<file path="src/rtl/alu_issue_32i.sv">
// RV32I execute-stage issue register: decodes ALU-class instructions into an
// operation code plus pre-conditioned operands, held in a valid/ready stage.
module alu_issue_32i #(
    parameter int DATA_WIDTH = 32,
    parameter int OPER_WIDTH = 4
) (
    input  logic                  clk_i,
    input  logic                  rst_i,
    input  logic                  flush_i,
    input  logic                  in_valid_i,
    output logic                  in_ready_o,
    input  logic [31:0]           instr_i,
    input  logic [DATA_WIDTH-1:0] pc_i,
    input  logic [DATA_WIDTH-1:0] rs1_data_i,
    input  logic [DATA_WIDTH-1:0] rs2_data_i,
    output logic                  out_valid_o,
    input  logic                  out_ready_i,
    output logic [OPER_WIDTH-1:0] oper_o,
    output logic [DATA_WIDTH-1:0] a_o,
    output logic [DATA_WIDTH-1:0] b_o,
    output logic [4:0]            rd_o,
    output logic                  we_o,
    output logic                  illegal_o
);

    localparam logic [6:0] OPC_OP    = 7'b0110011;
    localparam logic [6:0] OPC_OPIMM = 7'b0010011;
    localparam logic [6:0] OPC_LUI   = 7'b0110111;
    localparam logic [6:0] OPC_AUIPC = 7'b0010111;
    localparam logic [6:0] F7_BASE   = 7'b0000000;
    localparam logic [6:0] F7_ALT    = 7'b0100000;

    localparam logic [OPER_WIDTH-1:0] ALU_ADD = OPER_WIDTH'(0);
    localparam logic [OPER_WIDTH-1:0] ALU_SUB = OPER_WIDTH'(1);
    localparam logic [OPER_WIDTH-1:0] ALU_AND = OPER_WIDTH'(2);
    localparam logic [OPER_WIDTH-1:0] ALU_OR  = OPER_WIDTH'(3);
    localparam logic [OPER_WIDTH-1:0] ALU_XOR = OPER_WIDTH'(4);
    localparam logic [OPER_WIDTH-1:0] ALU_SLL = OPER_WIDTH'(5);
    localparam logic [OPER_WIDTH-1:0] ALU_SRL = OPER_WIDTH'(6);
    localparam logic [OPER_WIDTH-1:0] ALU_SRA = OPER_WIDTH'(7);
    localparam logic [OPER_WIDTH-1:0] ALU_GT  = OPER_WIDTH'(8);

    localparam logic [DATA_WIDTH-1:0] SIGN_BIAS = {1'b1, {(DATA_WIDTH-1){1'b0}}};

    logic [6:0]            opcode;
    logic [2:0]            funct3;
    logic [6:0]            funct7;
    logic                  is_imm;
    logic                  f7_base_ok;
    logic [DATA_WIDTH-1:0] imm_i;
    logic [DATA_WIDTH-1:0] imm_u;
    logic [DATA_WIDTH-1:0] shamt;
    logic [DATA_WIDTH-1:0] src2;

    logic [OPER_WIDTH-1:0] dec_oper;
    logic [DATA_WIDTH-1:0] dec_a;
    logic [DATA_WIDTH-1:0] dec_b;
    logic                  dec_legal;

    logic                  valid_reg;
    logic [OPER_WIDTH-1:0] oper_reg;
    logic [DATA_WIDTH-1:0] a_reg;
    logic [DATA_WIDTH-1:0] b_reg;
    logic [4:0]            rd_reg;
    logic                  we_reg;
    logic                  illegal_reg;
    logic                  in_fire;

    assign opcode     = instr_i[6:0];
    assign funct3     = instr_i[14:12];
    assign funct7     = instr_i[31:25];
    assign is_imm     = (opcode == OPC_OPIMM);
    // Immediate forms carry immediate bits in funct7, so only register forms check it.
    assign f7_base_ok = is_imm || (funct7 == F7_BASE);
    assign imm_i      = {{(DATA_WIDTH-12){instr_i[31]}}, instr_i[31:20]};
    assign imm_u      = DATA_WIDTH'({instr_i[31:12], 12'b0});
    assign shamt      = DATA_WIDTH'(instr_i[24:20]);
    assign src2       = is_imm ? imm_i : rs2_data_i;

    always_comb begin
        dec_oper  = ALU_ADD;
        dec_a     = '0;
        dec_b     = '0;
        dec_legal = 1'b0;
        case (opcode)
            OPC_LUI: begin
                dec_legal = 1'b1;
                dec_b     = imm_u;
            end
            OPC_AUIPC: begin
                dec_legal = 1'b1;
                dec_a     = pc_i;
                dec_b     = imm_u;
            end
            OPC_OP, OPC_OPIMM: begin
                dec_a = rs1_data_i;
                dec_b = src2;
                case (funct3)
                    3'b000: begin
                        dec_legal = f7_base_ok || (funct7 == F7_ALT);
                        dec_oper  = (!is_imm && funct7 == F7_ALT) ? ALU_SUB : ALU_ADD;
                    end
                    3'b001: begin
                        dec_legal = (funct7 == F7_BASE);
                        dec_oper  = ALU_SLL;
                        if (is_imm) dec_b = shamt;
                    end
                    3'b010, 3'b011: begin
                        // Swapped operands turn "a > b" into "rs1 < src2"; the
                        // sign bias makes the unsigned compare act signed for slt.
                        dec_legal = f7_base_ok;
                        dec_oper  = ALU_GT;
                        dec_a     = (funct3 == 3'b010) ? (src2 ^ SIGN_BIAS) : src2;
                        dec_b     = (funct3 == 3'b010) ? (rs1_data_i ^ SIGN_BIAS) : rs1_data_i;
                    end
                    3'b100: begin
                        dec_legal = f7_base_ok;
                        dec_oper  = ALU_XOR;
                    end
                    3'b101: begin
                        dec_legal = (funct7 == F7_BASE) || (funct7 == F7_ALT);
                        dec_oper  = (funct7 == F7_ALT) ? ALU_SRA : ALU_SRL;
                        if (is_imm) dec_b = shamt;
                    end
                    3'b110: begin
                        dec_legal = f7_base_ok;
                        dec_oper  = ALU_OR;
                    end
                    default: begin
                        dec_legal = f7_base_ok;
                        dec_oper  = ALU_AND;
                    end
                endcase
            end
            default: dec_legal = 1'b0;
        endcase
        if (!dec_legal) begin
            dec_oper = ALU_ADD;
            dec_a    = '0;
            dec_b    = '0;
        end
    end

    assign in_ready_o = !valid_reg || out_ready_i;
    assign in_fire    = in_valid_i && in_ready_o;

    always_ff @(posedge clk_i or posedge rst_i) begin
        if (rst_i) begin
            valid_reg   <= 1'b0;
            oper_reg    <= '0;
            a_reg       <= '0;
            b_reg       <= '0;
            rd_reg      <= '0;
            we_reg      <= 1'b0;
            illegal_reg <= 1'b0;
        end else if (flush_i) begin
            valid_reg <= 1'b0;
        end else if (in_fire) begin
            valid_reg   <= 1'b1;
            oper_reg    <= dec_oper;
            a_reg       <= dec_a;
            b_reg       <= dec_b;
            rd_reg      <= instr_i[11:7];
            we_reg      <= dec_legal && (instr_i[11:7] != 5'd0);
            illegal_reg <= !dec_legal;
        end else if (out_ready_i) begin
            valid_reg <= 1'b0;
        end
    end

    assign out_valid_o = valid_reg;
    assign oper_o      = oper_reg;
    assign a_o         = a_reg;
    assign b_o         = b_reg;
    assign rd_o        = rd_reg;
    assign we_o        = we_reg;
    assign illegal_o   = illegal_reg;

endmodule

</file>
<file path="config.mk">
export PLATFORM = sky130hd
export DESIGN_NAME = alu_issue_32i
export DESIGN_NICKNAME = d
export VERILOG_FILES = /design/src/rtl/alu_issue_32i.sv
export SDC_FILE = /design/constraint.sdc
export NUM_CORES = 1
export LEC_CHECK = 0
export ABC_AREA = 1
export CAP_MARGIN = 40
export CORE_ASPECT_RATIO = 1.2
export CORE_MARGIN = 2
export CORE_UTILIZATION = 39
export CTS_BUF_LIST = sky130_fd_sc_hd__clkbuf_16
export CTS_CLUSTER_DIAMETER = 120
export DETAILED_ROUTE_END_ITERATION = 12
export GPL_TIMING_DRIVEN = 0
export PLACE_DENSITY_LB_ADDON = 0.25
export SETUP_SLACK_MARGIN = 0.15
export SYNTH_ARGS = -nofsm -noshare
export SYNTH_HDL_FRONTEND = slang
export SYNTH_SLANG_ARGS = --single-unit
</file>
<file path="constraint.sdc">
create_clock -name clk_i -period 2.6 [get_ports clk_i]
set_input_delay 0.52 -clock clk_i [delete_from_list [all_inputs] [get_ports clk_i]]
set_output_delay 0.52 -clock clk_i [all_outputs]
set_load 0.02 [all_outputs]
</file>
==> impl_results.html, run 1 <==
<table>
<tr><th>Metric</th><th>Value</th></tr>
<tr><th colspan="2">Pwr</th></tr>
<tr><td>Leakage power summed over all cells</td><td>3.74 nW</td></tr>
<tr><td>Peak supply drop</td><td>0.000268 V</td></tr>
<tr><td>Total power density per cell area</td><td>384 nW/µm²</td></tr>
<tr><td>Power consumption</td><td>2.86 mW</td></tr>
<tr><th colspan="2">Critical path</th></tr>
<tr><td>Max incr delay on CP</td><td>630 ps</td></tr>
<tr><td>Setup slack of the most critical reg-to-reg path</td><td>810 ps</td></tr>
<tr><td>Master of the slowest instance on the critical path</td><td>clkdlybuf4s50_1</td></tr>
<tr><td>Cell with the most instances on the worst path</td><td>nand2_1</td></tr>
<tr><td>Category of the critical setup timing path</td><td>in2reg</td></tr>
<tr><td>Top fanout value on the critical path</td><td>10</td></tr>
<tr><td>Crit path launch type</td><td>primary input</td></tr>
<tr><td>Arrival time of data at the critical path endpoint</td><td>2440 ps</td></tr>
<tr><td>List of cells traversed by the critical path</td><td>clkdlybuf4s50_1 -&gt; inv_2 -&gt; nor2_4 -&gt; inv_2 -&gt; nand2_1 -&gt; buf_2 -&gt; o21ai_0 -&gt; nand2_1 -&gt; nand2_1 -&gt; nand2_1 -&gt; nand2_1</td></tr>
<tr><td>WP buf/inv</td><td>4</td></tr>
<tr><td>Required time reported for the critical path endpoint</td><td>2830 ps</td></tr>
<tr><td>Sort of element at the end of the critical path</td><td>flip-flop</td></tr>
<tr><td>CP delay by family, top</td><td>buffers and inverters</td></tr>
<tr><th colspan="2">Timing</th></tr>
<tr><td>Maximum clock frequency</td><td>0.453 GHz</td></tr>
<tr><td>Final Cycle Share</td><td>84.9%</td></tr>
<tr><td>Number of pins exceeding their max-slew limit in the final report</td><td>0</td></tr>
<tr><td>Hold Slack</td><td>470 ps</td></tr>
<tr><td>RSZ-0062 raised after global routing</td><td>no</td></tr>
<tr><td>Number of setup violations in the final report</td><td>0</td></tr>
<tr><td>Setup clock skew after layout</td><td>2.77 ps</td></tr>
<tr><td>Minimum clock period</td><td>2210 ps</td></tr>
<tr><td>Max-Slew Margin vs Limit</td><td>59.4%</td></tr>
<tr><td>Total Negative Setup Slacks</td><td>0 ps</td></tr>
<tr><td>Final hold violations</td><td>0</td></tr>
<tr><td>Slew @ Worst Pin</td><td>610 ps</td></tr>
<tr><th colspan="2">Routing</th></tr>
<tr><td>Total Routed Length</td><td>17.7 mm</td></tr>
<tr><td>Post-detailed-route count of antenna-violating nets</td><td>0</td></tr>
<tr><td>First drt pass iteration count</td><td>4</td></tr>
<tr><td>Drt via density</td><td>4.84</td></tr>
<tr><td>Mean routed wirelength per cell</td><td>15.4 µm</td></tr>
<tr><td>Number of vias in the routed layout</td><td>5561</td></tr>
<tr><td>Initial DRC Count</td><td>323</td></tr>
<tr><td>Remaining routing DRC violations</td><td>0</td></tr>
<tr><th colspan="2">Clock network</th></tr>
<tr><td>Number of CTS-inserted buffers</td><td>9</td></tr>
<tr><td>Sinks on the clock net</td><td>76</td></tr>
<tr><td>Root Buffer</td><td>clkbuf_16</td></tr>
<tr><td>Cts-stage hold buffer count</td><td>0</td></tr>
<tr><td>Clock latency reported for the late side of the worst-skew pair</td><td>340 ps</td></tr>
<tr><td>H-tree depth reported by CTS</td><td>3</td></tr>
<tr><td>TritonCTS clock tree</td><td>yes</td></tr>
<tr><td>Worst-path clk slew</td><td>60 ps</td></tr>
<tr><td>Post-cts sizing count</td><td>0</td></tr>
<tr><td>Buffers from clock root to sink, at most</td><td>2</td></tr>
<tr><td>Postcts setup bufs</td><td>0</td></tr>
<tr><th colspan="2">Placement</th></tr>
<tr><td>Input/output buffers</td><td>209</td></tr>
<tr><td>DP HPWL</td><td>13.9 mm</td></tr>
<tr><td>RePlAce Congestion</td><td>0.918</td></tr>
<tr><td># placed instances</td><td>1133</td></tr>
<tr><th colspan="2">Synthesis</th></tr>
<tr><td>Cell area after technology mapping</td><td>4840 µm²</td></tr>
<tr><td>Post-synth EDFFs</td><td>0</td></tr>
<tr><td>Count of mapped cells out of synthesis</td><td>761</td></tr>
<tr><td>Net count of the mapped netlist</td><td>894</td></tr>
<tr><td>Ys Warns</td><td>0</td></tr>
<tr><td>Number of library cell types mapped by synthesis</td><td>26</td></tr>
<tr><td>Post-synthesis average cell area</td><td>6.36 µm²</td></tr>
<tr><td>Post-synth ARST share</td><td>100%</td></tr>
<tr><td>Top_reg_cell synth</td><td>dfrtp_1</td></tr>
<tr><td>Sequential element share of the synthesized area</td><td>39.3%</td></tr>
<tr><td>Number of flip-flops and latches in the synthesized netlist</td><td>76</td></tr>
<tr><th colspan="2">Cells and area</th></tr>
<tr><td>Most common cell after layout, fill and taps aside</td><td>nand2_1</td></tr>
<tr><td>Total number of nets in the final design</td><td>1116</td></tr>
<tr><td>Core utilization of the finished layout</td><td>61.4%</td></tr>
<tr><td>Layout area overhead</td><td>53.6%</td></tr>
<tr><td>Commonest cells after routing, fill and taps aside</td><td>nand2_1, clkdlybuf4s50_1, dfrtp_1</td></tr>
<tr><td>Diodes inserted</td><td>0</td></tr>
<tr><td>Post-Layout Cell Count</td><td>1149</td></tr>
<tr><td>Fraction of layout cells with a size suffix above 1</td><td>5.67%</td></tr>
<tr><th colspan="2">Outcome</th></tr>
<tr><td>Run status</td><td>finished, final reports clean</td></tr>
<tr><th colspan="2">Die</th></tr>
<tr><td>DIE HEIGHT</td><td>126 µm</td></tr>
<tr><td>Starting density of the core</td><td>40.0%</td></tr>
<tr><td>Area of the core region</td><td>12100 µm²</td></tr>
<tr><td>Floorplan row count</td><td>44</td></tr>
<tr><td>Die X-Extent</td><td>106 µm</td></tr>
<tr><td>IO Count</td><td>210</td></tr>
<tr><td>Die area</td><td>13300 µm²</td></tr>
<tr><th colspan="2">Global route</th></tr>
<tr><td>Largest net degree at the start of global routing</td><td>39</td></tr>
<tr><td>Congestion Overflow GR</td><td>0</td></tr>
<tr><td>Via count of the first global-routing pass</td><td>5587</td></tr>
<tr><td>Global-route wire length before repair</td><td>28.4 mm</td></tr>
<tr><td>Tot GR Track Use</td><td>27.4%</td></tr>
<tr><td>Antenna violations before repair</td><td>0</td></tr>
<tr><th colspan="2">Flow run</th></tr>
<tr><td>Max-Cap Viols</td><td>0</td></tr>
<tr><th colspan="2">Hold path</th></tr>
<tr><td>Path class of the lowest-slack min-delay path</td><td>reg2reg</td></tr>
</table>
[metal layers]
layer	vias up	GRT usage (%)	part of all wire (%)
met3	41	5.38	7.1
met4	0	11.2	2.9
li1	2796	-	-
met5	-	0	0
met1	2496	33.8	42
met2	228	46.6	48
[worst min-delay path: stages, from the launching register on]
cell     delay [ps]
dfrtp_1         340
nand2_1          50
nand2_1          50
[cell usage after synthesis (2+ instances only)]
cell type,n,share of area [%]
a21boi_0,20,3.1
a21oi_1,16,1.7
buf_1,3,0.23
buf_2,16,1.7
buf_4,2,0.31
buf_6,3,0.70
clkbuf_1,16,1.2
dfrtp_1,76,39
inv_1,57,4.4
inv_2,5,0.39
nand2_1,377,29
nand2_2,5,0.65
nand2_4,2,0.47
nand3_1,17,1.8
nand3b_1,2,0.31
nor2_1,47,3.6
nor2_4,5,1.2
nor3_1,3,0.31
o211ai_1,3,0.47
o21ai_0,60,6.2
o21ai_1,21,2.2
[cell type report]
class | instances | area (µm²)
flip-flops and latches | 76 | 1900
multi-input cells | 581 | 2490
plain buffers | 41 | 205
clock buffers | 9 | 225
well taps | 161 | 201
repair buffers | 211 | 2130
fillers | 1179 | 4680
clock inverters | 7 | 33.8
inverters | 63 | 243
[final timing paths]
check	startpoint	to	cells past startpoint
worst min register to register	rd_o[2]	rd_o[2]	2
max in group asynchronous	rst_i	a_o[17]	3
min in group asynchronous	rst_i	b_o[0]	2
worst min-delay path	rd_o[2]	rd_o[2]	2
worst max register to register	out_valid_o	b_o[11]	9
worst max-delay path	instr_i[13]	b_o[16]	11
[power by group]
part           total [mW]  internal (mW)  switching [mW]
Clock                1.14          0.633           0.511
Combinational       0.512          0.265           0.247
Sequential           1.20           1.20         0.00653
Total                2.86           2.09           0.765
[state kept, by name, summed over array words and instances (netlist names)]
name         count
we_o             1
b_o             32
out_valid_o      1
rd_o             5
illegal_o        1
a_o             32
oper_o           4
[cell families (layout without fill, tap and decap cells)]
kind of cell	Yosys count	count (layout)	synth area share, %
flip-flops	76	76	39.3
buffers and inverters	104	331	9.18
AO/OA/AOI/OAI	121	121	13.7
AND/OR/NAND/NOR	460	460	37.8
[metrics by stage]
step	setup slack, ps	cell area (µm²)
final	392	7440
after global routing	255	7440
after CTS	395	7440
after detailed placement	58.3	7180
after global placement	76.8	7140
after floorplan	954	4840
Power figures use the tool's default switching activity.
==> inputs of run 2 (changes only) <==
Settings changed: CORE_UTILIZATION 39 to 43.
Clock period 2.6 ns to 2.07 ns, I/O delays scaled along.
==> run 2 against run 1 <==
Worst setup slack lost 190 ps; sequential power grew 26%; global-route usage grew 2.5 points; non-clock buffer count grew 12; sequential share of layout area shrank 1.0 points; largest cell class unchanged; highest routed layer unchanged.
==> impl_results.html, run 2 (synthesized netlist as in run 1, its figures left out) <==
<table>
<tr><th>Metric</th><th>Value</th></tr>
<tr><th colspan="2">Placement</th></tr>
<tr><td>RePlAce Congestion</td><td>0.919 (was 0.918)</td></tr>
<tr><td>DP HPWL</td><td>13.6 mm (was 13.9 mm)</td></tr>
<tr><td># placed instances</td><td>1104 (was 1133)</td></tr>
<tr><td>Input/output buffers</td><td>209 (unchanged)</td></tr>
<tr><th colspan="2">Cells and area</th></tr>
<tr><td>Diodes inserted</td><td>0 (unchanged)</td></tr>
<tr><td>Fillcell total</td><td>965 (was 1179)</td></tr>
<tr><td>Total number of nets in the final design</td><td>1128 (was 1116)</td></tr>
<tr><td>Layout area overhead</td><td>60.2% (was 53.6%)</td></tr>
<tr><td>Most common cell after layout, fill and taps aside</td><td>nand2_1 (unchanged)</td></tr>
<tr><td>Post-Layout Cell Count</td><td>1131 (was 1149)</td></tr>
<tr><td>Fraction of layout cells with a size suffix above 1</td><td>9.71% (was 5.67%)</td></tr>
<tr><td>Commonest cells after routing, fill and taps aside</td><td>nand2_1, clkdlybuf4s50_1, dfrtp_1 (unchanged)</td></tr>
<tr><td>Core utilization of the finished layout</td><td>70.6% (was 61.4%)</td></tr>
<tr><th colspan="2">Timing</th></tr>
<tr><td>Setup clock skew after layout</td><td>6.04 ps (was 2.77 ps)</td></tr>
<tr><td>Max-Slew Margin vs Limit</td><td>62.6% (was 59.4%)</td></tr>
<tr><td>RSZ-0062 raised after global routing</td><td>yes (was no)</td></tr>
<tr><td>Final hold violations</td><td>0 (unchanged)</td></tr>
<tr><td>Number of setup violations in the final report</td><td>0 (unchanged)</td></tr>
<tr><td>Maximum clock frequency</td><td>0.535 GHz</td></tr>
<tr><td>Number of pins exceeding their max-slew limit in the final report</td><td>0 (unchanged)</td></tr>
<tr><td>Final Cycle Share</td><td>90.3%</td></tr>
<tr><td>Slew @ Worst Pin</td><td>561 ps (was 610 ps)</td></tr>
<tr><td>Minimum clock period</td><td>1870 ps</td></tr>
<tr><th colspan="2">Clock network</th></tr>
<tr><td>Number of CTS-inserted buffers</td><td>9 (unchanged)</td></tr>
<tr><td>Root Buffer</td><td>clkbuf_16 (unchanged)</td></tr>
<tr><td>Worst-path clk slew</td><td>60 ps (about the same)</td></tr>
<tr><td>Clock latency reported for the late side of the worst-skew pair</td><td>340 ps (about the same)</td></tr>
<tr><td>Sinks on the clock net</td><td>76 (unchanged)</td></tr>
<tr><td>TritonCTS clock tree</td><td>yes (unchanged)</td></tr>
<tr><td>H-tree depth reported by CTS</td><td>3 (unchanged)</td></tr>
<tr><td>Buffers from clock root to sink, at most</td><td>2 (unchanged)</td></tr>
<tr><th colspan="2">Die</th></tr>
<tr><td>IO Count</td><td>210 (unchanged)</td></tr>
<tr><td>Die area</td><td>12100 µm² (was 13300 µm²)</td></tr>
<tr><td>Floorplan row count</td><td>42 (was 44)</td></tr>
<tr><td>Die X-Extent</td><td>101 µm (was 106 µm)</td></tr>
<tr><td>Starting density of the core</td><td>44.1% (was 40.0%)</td></tr>
<tr><td>DIE HEIGHT</td><td>120 µm (was 126 µm)</td></tr>
<tr><td>Area of the core region</td><td>11000 µm² (was 12100 µm²)</td></tr>
<tr><th colspan="2">Flow run</th></tr>
<tr><td>Max-Cap Viols</td><td>0 (unchanged)</td></tr>
<tr><th colspan="2">Global route</th></tr>
<tr><td>Via count of the first global-routing pass</td><td>5586 (was 5587)</td></tr>
<tr><td>Antenna violations before repair</td><td>0 (unchanged)</td></tr>
<tr><td>Global-route wire length before repair</td><td>28.0 mm (was 28.4 mm)</td></tr>
<tr><td>Global routing usage on met1</td><td>37.9% (was 33.8%)</td></tr>
<tr><td>Met3 usage</td><td>5.38% (about the same)</td></tr>
<tr><td>GR Layer Usage met2</td><td>50.0% (was 46.6%)</td></tr>
<tr><td>Most Used Layer, Global Route</td><td>met2 (unchanged)</td></tr>
<tr><td>Congestion Overflow GR</td><td>0 (unchanged)</td></tr>
<tr><td>Largest net degree at the start of global routing</td><td>38 (was 39)</td></tr>
<tr><td>Tot GR Track Use</td><td>29.8% (was 27.4%)</td></tr>
<tr><th colspan="2">Critical path</th></tr>
<tr><td>Max incr delay on CP</td><td>410 ps (was 630 ps)</td></tr>
<tr><td>Arrival time of data at the critical path endpoint</td><td>2160 ps (was 2440 ps)</td></tr>
<tr><td>Reg2Reg Depth</td><td>9 (unchanged)</td></tr>
<tr><td>List of cells traversed by the critical path</td><td>clkdlybuf4s50_1 -&gt; inv_2 -&gt; nand2_2 -&gt; nor2_4 -&gt; buf_12 -&gt; nand2_4 -&gt; buf_6 -&gt; nor2_4 -&gt; nand2_4 -&gt; o21ai_0 -&gt; nand2_1 -&gt; nand2_1 (was clkdlybuf4s50_1 -&gt; inv_2 -&gt; nor2_4 -&gt; inv_2 -&gt; nand2_1 -&gt; buf_2 -&gt; o21ai_0 -&gt; nand2_1 -&gt; nand2_1 -&gt; nand2_1 -&gt; nand2_1)</td></tr>
<tr><td>Crit path launch type</td><td>primary input (unchanged)</td></tr>
<tr><td>Sort of element at the end of the critical path</td><td>flip-flop (unchanged)</td></tr>
<tr><td>Required time reported for the critical path endpoint</td><td>2360 ps (was 2830 ps)</td></tr>
<tr><td>Master of the slowest instance on the critical path</td><td>clkdlybuf4s50_1 (unchanged)</td></tr>
<tr><td>Top fanout value on the critical path</td><td>9 (was 10)</td></tr>
<tr><td>Category of the critical setup timing path</td><td>in2reg (unchanged)</td></tr>
<tr><th colspan="2">Routing</th></tr>
<tr><td>Total Routed Length</td><td>18.0 mm (was 17.7 mm)</td></tr>
<tr><td>Mean routed wirelength per cell</td><td>15.9 µm (was 15.4 µm)</td></tr>
<tr><td>Number of vias in the routed layout</td><td>5826 (was 5561)</td></tr>
<tr><td>Post-detailed-route count of antenna-violating nets</td><td>0 (unchanged)</td></tr>
<tr><td>Remaining routing DRC violations</td><td>0 (unchanged)</td></tr>
<tr><td>Drt via density</td><td>5.15 (was 4.84)</td></tr>
<tr><td>First drt pass iteration count</td><td>5 (was 4)</td></tr>
<tr><td>Initial DRC Count</td><td>331 (was 323)</td></tr>
<tr><th colspan="2">Outcome</th></tr>
<tr><td>Run status</td><td>finished, final reports clean (unchanged)</td></tr>
<tr><th colspan="2">Pwr</th></tr>
<tr><td>Total power density per cell area</td><td>501 nW/µm² (was 384 nW/µm²)</td></tr>
<tr><td>Peak supply drop</td><td>0.000363 V (was 0.000268 V)</td></tr>
<tr><td>Leakage power summed over all cells</td><td>3.94 nW (was 3.74 nW)</td></tr>
<tr><td>Power consumption</td><td>3.88 mW (was 2.86 mW)</td></tr>
<tr><th colspan="2">Hold path</th></tr>
<tr><td>Path class of the lowest-slack min-delay path</td><td>in2async (was reg2reg)</td></tr>
</table>
## run 2: changes by cell type in the layout (fill, tap and decap cells not counted), sizes merged
| cell | change |
|---|---|
| inv | -1 |
| buf | +11 |
| dlygate4sd2 | +3 |
| clkinv | -2 |
| dlymetal6s2s | +2 |
| bufinv | +2 |
| clkbuf | +1 |
| clkdlybuf4s50 | -5 |
## run 2: critical path: cells and delay by family
| family | cells | cell delay (ps) |
|---|---|---|
| buffers and inverters | 4 | 750 |
| AO/OA/AOI/OAI | 1 | 210 |
| AND/OR/NAND/NOR | 7 | 770 |
## run 2: through the flow
step	setup WS (ps)	cell area, µm²	hold WS, ps	setup TNS (ps)
after floorplan	479	4840	477	0
after global placement	-337	7100	453	-23240
after detailed placement	-342	7150	457	-12600
after CTS	159	7480	467	0
after global routing	91.2	7750	493	0
final	201	7750	449	0
## run 2: layout make-up
type                       count  area, µm²  area share, %
clock buffer                   9        225           2.91
clock inverter                 6       80.1           1.03
tap                          132        165           2.13
buffer                        40        264           3.41
sequential                    76       1900           24.5
inverter                      63        253           3.26
timing repair buffer         224       2280           29.4
multi-input combinational    581       2590           33.4
## run 2: final timing paths
check / start / end / slack (ps)
worst max-delay path: instr_i[2] / b_o[10] / 200
worst min-delay path: rst_i / a_o[0] / 450
worst max register to register: out_valid_o / b_o[10] / 460
worst min register to register: rd_o[2] / rd_o[2] / 470
max in group asynchronous: rst_i / a_o[18] / 880
min in group clk_i: rd_o[2] / rd_o[2] / 470
## run 2: power by group
group / leakage, nW / internal (mW) / switching, mW
Sequential: 1.05 / 1.50 / 0.00883
Combinational: 2.74 / 0.350 / 0.330
Clock: 0.152 / 1.04 / 0.650
Total: 3.94 / 2.89 / 0.989
## run 2: routing by layer
metal  share of wire [%]  up-vias  routed length, µm
met4                 3.0        0                547
met5                   0        -                  0
met2                  49      288               8790
met1                  41     2666               7280
met3                 7.4       44               1330
li1                    -     2828                  -
## run 2: repair_timing
item / 4_1_cts / 5_1_grt
pin swaps: 1 / 9
resized for setup: 16 / 98
hold buffers: 0 / 0
hold endpoints to repair: 0 / 0
cloned: 0 / 1
buffers inserted: 2 / 10
endpoints found under the setup margin: 30 / 64
==> inputs of run 3 (changes only) <==
Settings changed: ABC_AREA 1 to unset, SKIP_LAST_GASP set to 1.
==> run 3 against run 2 <==
Clock power decreased by 8%; sequential cell count did not move; area after synthesis shrank 3.0%; routed wire length up 15%; die area decreased by 2.9%; register-to-register slack is essentially flat; fmax down 3.6%; count of clock-buffer cells in the layout unchanged; cell area is 4.0% higher; cell count is 20% lower; critical endpoint is now oper_o[0]; largest cell class unchanged; largest power group unchanged.
==> impl_results.html, run 3 <==
<table>
<tr><th>Metric</th><th>Value</th></tr>
<tr><th colspan="2">Critical path</th></tr>
<tr><td>Arrival time of data at the critical path endpoint</td><td>2200 ps (was 2160 ps)</td></tr>
<tr><td>Crit path launch type</td><td>primary input (unchanged)</td></tr>
<tr><td>Category of the critical setup timing path</td><td>in2reg (unchanged)</td></tr>
<tr><td>Reg2Reg Depth</td><td>7 (was 9)</td></tr>
<tr><td>Sort of element at the end of the critical path</td><td>flip-flop (unchanged)</td></tr>
<tr><td>Required time reported for the critical path endpoint</td><td>2330 ps (was 2360 ps)</td></tr>
<tr><td>Top fanout value on the critical path</td><td>7 (was 9)</td></tr>
<tr><th colspan="2">Clock network</th></tr>
<tr><td>Clock latency reported for the late side of the worst-skew pair</td><td>340 ps (about the same)</td></tr>
<tr><td>H-tree depth reported by CTS</td><td>3 (unchanged)</td></tr>
<tr><td>Root Buffer</td><td>clkbuf_16 (unchanged)</td></tr>
<tr><td>Cts-stage hold buffer count</td><td>0 (unchanged)</td></tr>
<tr><td>TritonCTS clock tree</td><td>yes (unchanged)</td></tr>
<tr><td>Buffers from clock root to sink, at most</td><td>2 (unchanged)</td></tr>
<tr><td>Worst-path clk slew</td><td>60 ps (about the same)</td></tr>
<tr><td>Sinks on the clock net</td><td>76 (unchanged)</td></tr>
<tr><td>Number of CTS-inserted buffers</td><td>9 (unchanged)</td></tr>
<tr><th colspan="2">Placement</th></tr>
<tr><td># placed instances</td><td>865 (was 1104)</td></tr>
<tr><td>Worst Setup Slack post-DPL</td><td>-787 ps (was -342 ps)</td></tr>
<tr><td>DP HPWL</td><td>14.8 mm (was 13.6 mm)</td></tr>
<tr><td>Input/output buffers</td><td>206 (was 209)</td></tr>
<tr><td>RePlAce Congestion</td><td>0.917 (was 0.919)</td></tr>
<tr><th colspan="2">Cells and area</th></tr>
<tr><td>Core utilization of the finished layout</td><td>76.3% (was 70.6%)</td></tr>
<tr><td>Most common cell after layout, fill and taps aside</td><td>clkdlybuf4s50_1 (was nand2_1)</td></tr>
<tr><td>Layout area overhead</td><td>71.7% (was 60.2%)</td></tr>
<tr><td>Fraction of layout cells with a size suffix above 1</td><td>21.4% (was 9.71%)</td></tr>
<tr><td>Fillcell total</td><td>751 (was 965)</td></tr>
<tr><td>Commonest cells after routing, fill and taps aside</td><td>clkdlybuf4s50_1, dfrtp_1, nand2_1 (was nand2_1, clkdlybuf4s50_1, dfrtp_1)</td></tr>
<tr><td>Diodes inserted</td><td>0 (unchanged)</td></tr>
<tr><td>Post-Layout Cell Count</td><td>905 (was 1131)</td></tr>
<tr><td>Total number of nets in the final design</td><td>904 (was 1128)</td></tr>
<tr><th colspan="2">Die</th></tr>
<tr><td>Floorplan row count</td><td>41 (was 42)</td></tr>
<tr><td>Area of the core region</td><td>10600 µm² (was 11000 µm²)</td></tr>
<tr><td>Die X-Extent</td><td>99.4 µm (was 101 µm)</td></tr>
<tr><td>Die area</td><td>11800 µm² (was 12100 µm²)</td></tr>
<tr><td>Starting density of the core</td><td>44.4% (was 44.1%)</td></tr>
<tr><td>IO Count</td><td>210 (unchanged)</td></tr>
<tr><td>DIE HEIGHT</td><td>118 µm (was 120 µm)</td></tr>
<tr><th colspan="2">Global route</th></tr>
<tr><td>Tot GR Track Use</td><td>34.5% (was 29.8%)</td></tr>
<tr><td>Global-route wire length before repair</td><td>31.3 mm (was 28.0 mm)</td></tr>
<tr><td>Antenna violations before repair</td><td>0 (unchanged)</td></tr>
<tr><td>Via count of the first global-routing pass</td><td>5601 (was 5586)</td></tr>
<tr><td>Congestion Overflow GR</td><td>0 (unchanged)</td></tr>
<tr><td>Largest net degree at the start of global routing</td><td>41 (was 38)</td></tr>
<tr><th colspan="2">Routing</th></tr>
<tr><td>Drt via density</td><td>6.12 (was 5.15)</td></tr>
<tr><td>Remaining routing DRC violations</td><td>0 (unchanged)</td></tr>
<tr><td>Total Routed Length</td><td>20.7 mm (was 18.0 mm)</td></tr>
<tr><td>Mean routed wirelength per cell</td><td>22.9 µm (was 15.9 µm)</td></tr>
<tr><td>First drt pass iteration count</td><td>5 (unchanged)</td></tr>
<tr><td>Post-detailed-route count of antenna-violating nets</td><td>0 (unchanged)</td></tr>
<tr><td>Initial DRC Count</td><td>491 (was 331)</td></tr>
<tr><td>Number of vias in the routed layout</td><td>5538 (was 5826)</td></tr>
<tr><th colspan="2">Synthesis</th></tr>
<tr><td>Top cells by count, synth</td><td>dfrtp_1, nand2_1, nor2_1 (was nand2_1, dfrtp_1, o21ai_0)</td></tr>
<tr><td>Post-synth ARST share</td><td>100% (unchanged)</td></tr>
<tr><td>Top_reg_cell synth</td><td>dfrtp_1 (unchanged)</td></tr>
<tr><td>Number of library cell types mapped by synthesis</td><td>49 (was 26)</td></tr>
<tr><td>Synth area leaders</td><td>dfrtp_1, o31ai_1, a22o_1 (was dfrtp_1, nand2_1, o21ai_0)</td></tr>
<tr><td>Count of mapped cells out of synthesis</td><td>529 (was 761)</td></tr>
<tr><td>Ys Warns</td><td>0 (unchanged)</td></tr>
<tr><td>Most repeated cell in the gate-level netlist after synthesis</td><td>dfrtp_1 (was nand2_1)</td></tr>
<tr><td>Post-synthesis average cell area</td><td>8.87 µm² (was 6.36 µm²)</td></tr>
<tr><td>Area share of the leading cell type in the synthesized netlist</td><td>40.5% (was 39.3%)</td></tr>
<tr><td>Cell area after technology mapping</td><td>4690 µm² (was 4840 µm²)</td></tr>
<tr><td>Sequential element share of the synthesized area</td><td>40.5% (was 39.3%)</td></tr>
<tr><td>Number of flip-flops and latches in the synthesized netlist</td><td>76 (unchanged)</td></tr>
<tr><td>Post-synth EDFFs</td><td>0 (unchanged)</td></tr>
<tr><td>Net count of the mapped netlist</td><td>662 (was 894)</td></tr>
<tr><td>Cell taking the most area after synthesis</td><td>dfrtp_1 (unchanged)</td></tr>
<tr><th colspan="2">Timing</th></tr>
<tr><td>Final Cycle Share</td><td>93.7% (was 90.3%)</td></tr>
<tr><td>Max-Slew Margin vs Limit</td><td>43.1% (was 62.6%)</td></tr>
<tr><td>Final critical-path setup slack</td><td>130 ps (was 201 ps)</td></tr>
<tr><td>Number of setup violations in the final report</td><td>0 (unchanged)</td></tr>
<tr><td>Slew @ Worst Pin</td><td>852 ps (was 561 ps)</td></tr>
<tr><td>Final hold violations</td><td>0 (unchanged)</td></tr>
<tr><td>RSZ-0062 raised after global routing</td><td>yes (unchanged)</td></tr>
<tr><td>Number of pins exceeding their max-slew limit in the final report</td><td>0 (unchanged)</td></tr>
<tr><td>Hold Slack</td><td>483 ps (was 449 ps)</td></tr>
<tr><td>Maximum clock frequency</td><td>0.516 GHz (was 0.535 GHz)</td></tr>
<tr><td>Minimum clock period</td><td>1940 ps (was 1870 ps)</td></tr>
<tr><td>Setup clock skew after layout</td><td>7.82 ps (was 6.04 ps)</td></tr>
<tr><th colspan="2">Pwr</th></tr>
<tr><td>Leakage power summed over all cells</td><td>3.30 nW (was 3.94 nW)</td></tr>
<tr><td>Total power density per cell area</td><td>494 nW/µm² (was 501 nW/µm²)</td></tr>
<tr><td>Peak supply drop</td><td>0.000430 V (was 0.000363 V)</td></tr>
<tr><th colspan="2">Outcome</th></tr>
<tr><td>Run status</td><td>finished, final reports clean (unchanged)</td></tr>
<tr><th colspan="2">Hold path</th></tr>
<tr><td>Hold-critical path depth</td><td>2</td></tr>
<tr><td>Path class of the lowest-slack min-delay path</td><td>reg2reg (was in2async)</td></tr>
<tr><th colspan="2">Flow run</th></tr>
<tr><td>Max-Cap Viols</td><td>0 (unchanged)</td></tr>
</table>
-- run 3: cell types whose count changed after synthesis, moves of 19 or more --
cell      change
a22o_1       +27
nand2_1     -317
o22ai_1      +21
a21oi_1      +22
clkbuf_1     +19
a211oi_1     +23
o21ai_0      -44
inv_1        -52
o31ai_1      +40
o21ai_1      -21
-- run 3: final cells by class --
cell class | instances | area (µm²) | share of cell area (%)
buffer | 54 | 448 | 5.56
clock buffer | 9 | 225 | 2.79
clock inverter | 7 | 65.1 | 0.807
inverter | 5 | 22.5 | 0.279
multi-input combinational | 393 | 2940 | 36.5
sequential | 76 | 1900 | 23.6
tap | 129 | 161 | 2.00
timing repair buffer | 232 | 2300 | 28.5
-- run 3: timing repair --
item / in CTS / in global routing
endpoints found under the setup margin: 76 / 71
setup buffers: 20 / 1
gates resized for setup: 160 / 32
gates cloned: 5 / 0
pin swaps: 17 / 15
-- run 3: final timing paths --
path                                  start        end  slack [ps]
worst max-delay path            instr_i[31]  oper_o[0]         130
worst min-delay path              oper_o[2]  oper_o[2]         480
worst max register to register  out_valid_o     a_o[0]         450
worst min register to register    oper_o[2]  oper_o[2]         480
max in group asynchronous             rst_i    a_o[29]         820
min in group asynchronous             rst_i     a_o[2]         580
-- run 3: layer usage --
layer,vias to the layer above,GRT usage (%),share of wire [%]
met5,-,0,0
met4,0,15.4,4.1
met3,56,7.10,8.2
met2,365,58.0,50
met1,2672,42.1,38
li1,2445,-,-
-- run 3: report_power, final --
group	switching, mW	total, mW	leakage [nW]	internal, mW
sequential	0.0120	1.52	1.04	1.51
combinational	0.465	0.905	2.11	0.440
clock	0.629	1.56	0.145	0.927
total	1.11	3.98	3.30	2.88
-- run 3: cells by family (layout without fill, tap and decap cells) --
| group | count (synthesis) | in the layout | synth area share [%] |
|---|---|---|---|
| AO/OA/AOI/OAI | 213 | 213 | 32.3 |
| XOR/XNOR | 2 | 2 | 0.373 |
| buffers and inverters | 60 | 307 | 5.60 |
| flip-flops | 76 | 76 | 40.5 |
| multiplexers | 23 | 23 | 5.04 |
| AND/OR/NAND/NOR | 155 | 155 | 16.2 |
-- run 3: worst max-delay path, cell delays in order --
cell             delay (ps)
clkdlybuf4s15_2         270
or4_4                   450
nor3_4                  250
buf_4                   190
a31oi_4                  80
o211ai_1                340
a22o_1                  210
-- run 3: metrics by stage --
stage / setup TNS, ps / power, mW / instance area, µm²
2_1_floorplan: 0 / 1.90 / 4710
3_3_place_gp: -47080 / 2.32 / 6930
3_5_place_dp: -44240 / 2.33 / 6950
4_1_cts: 0 / 3.94 / 7920
5_1_grt: 0 / 4.10 / 8060
6_report: 0 / 3.98 / 8060
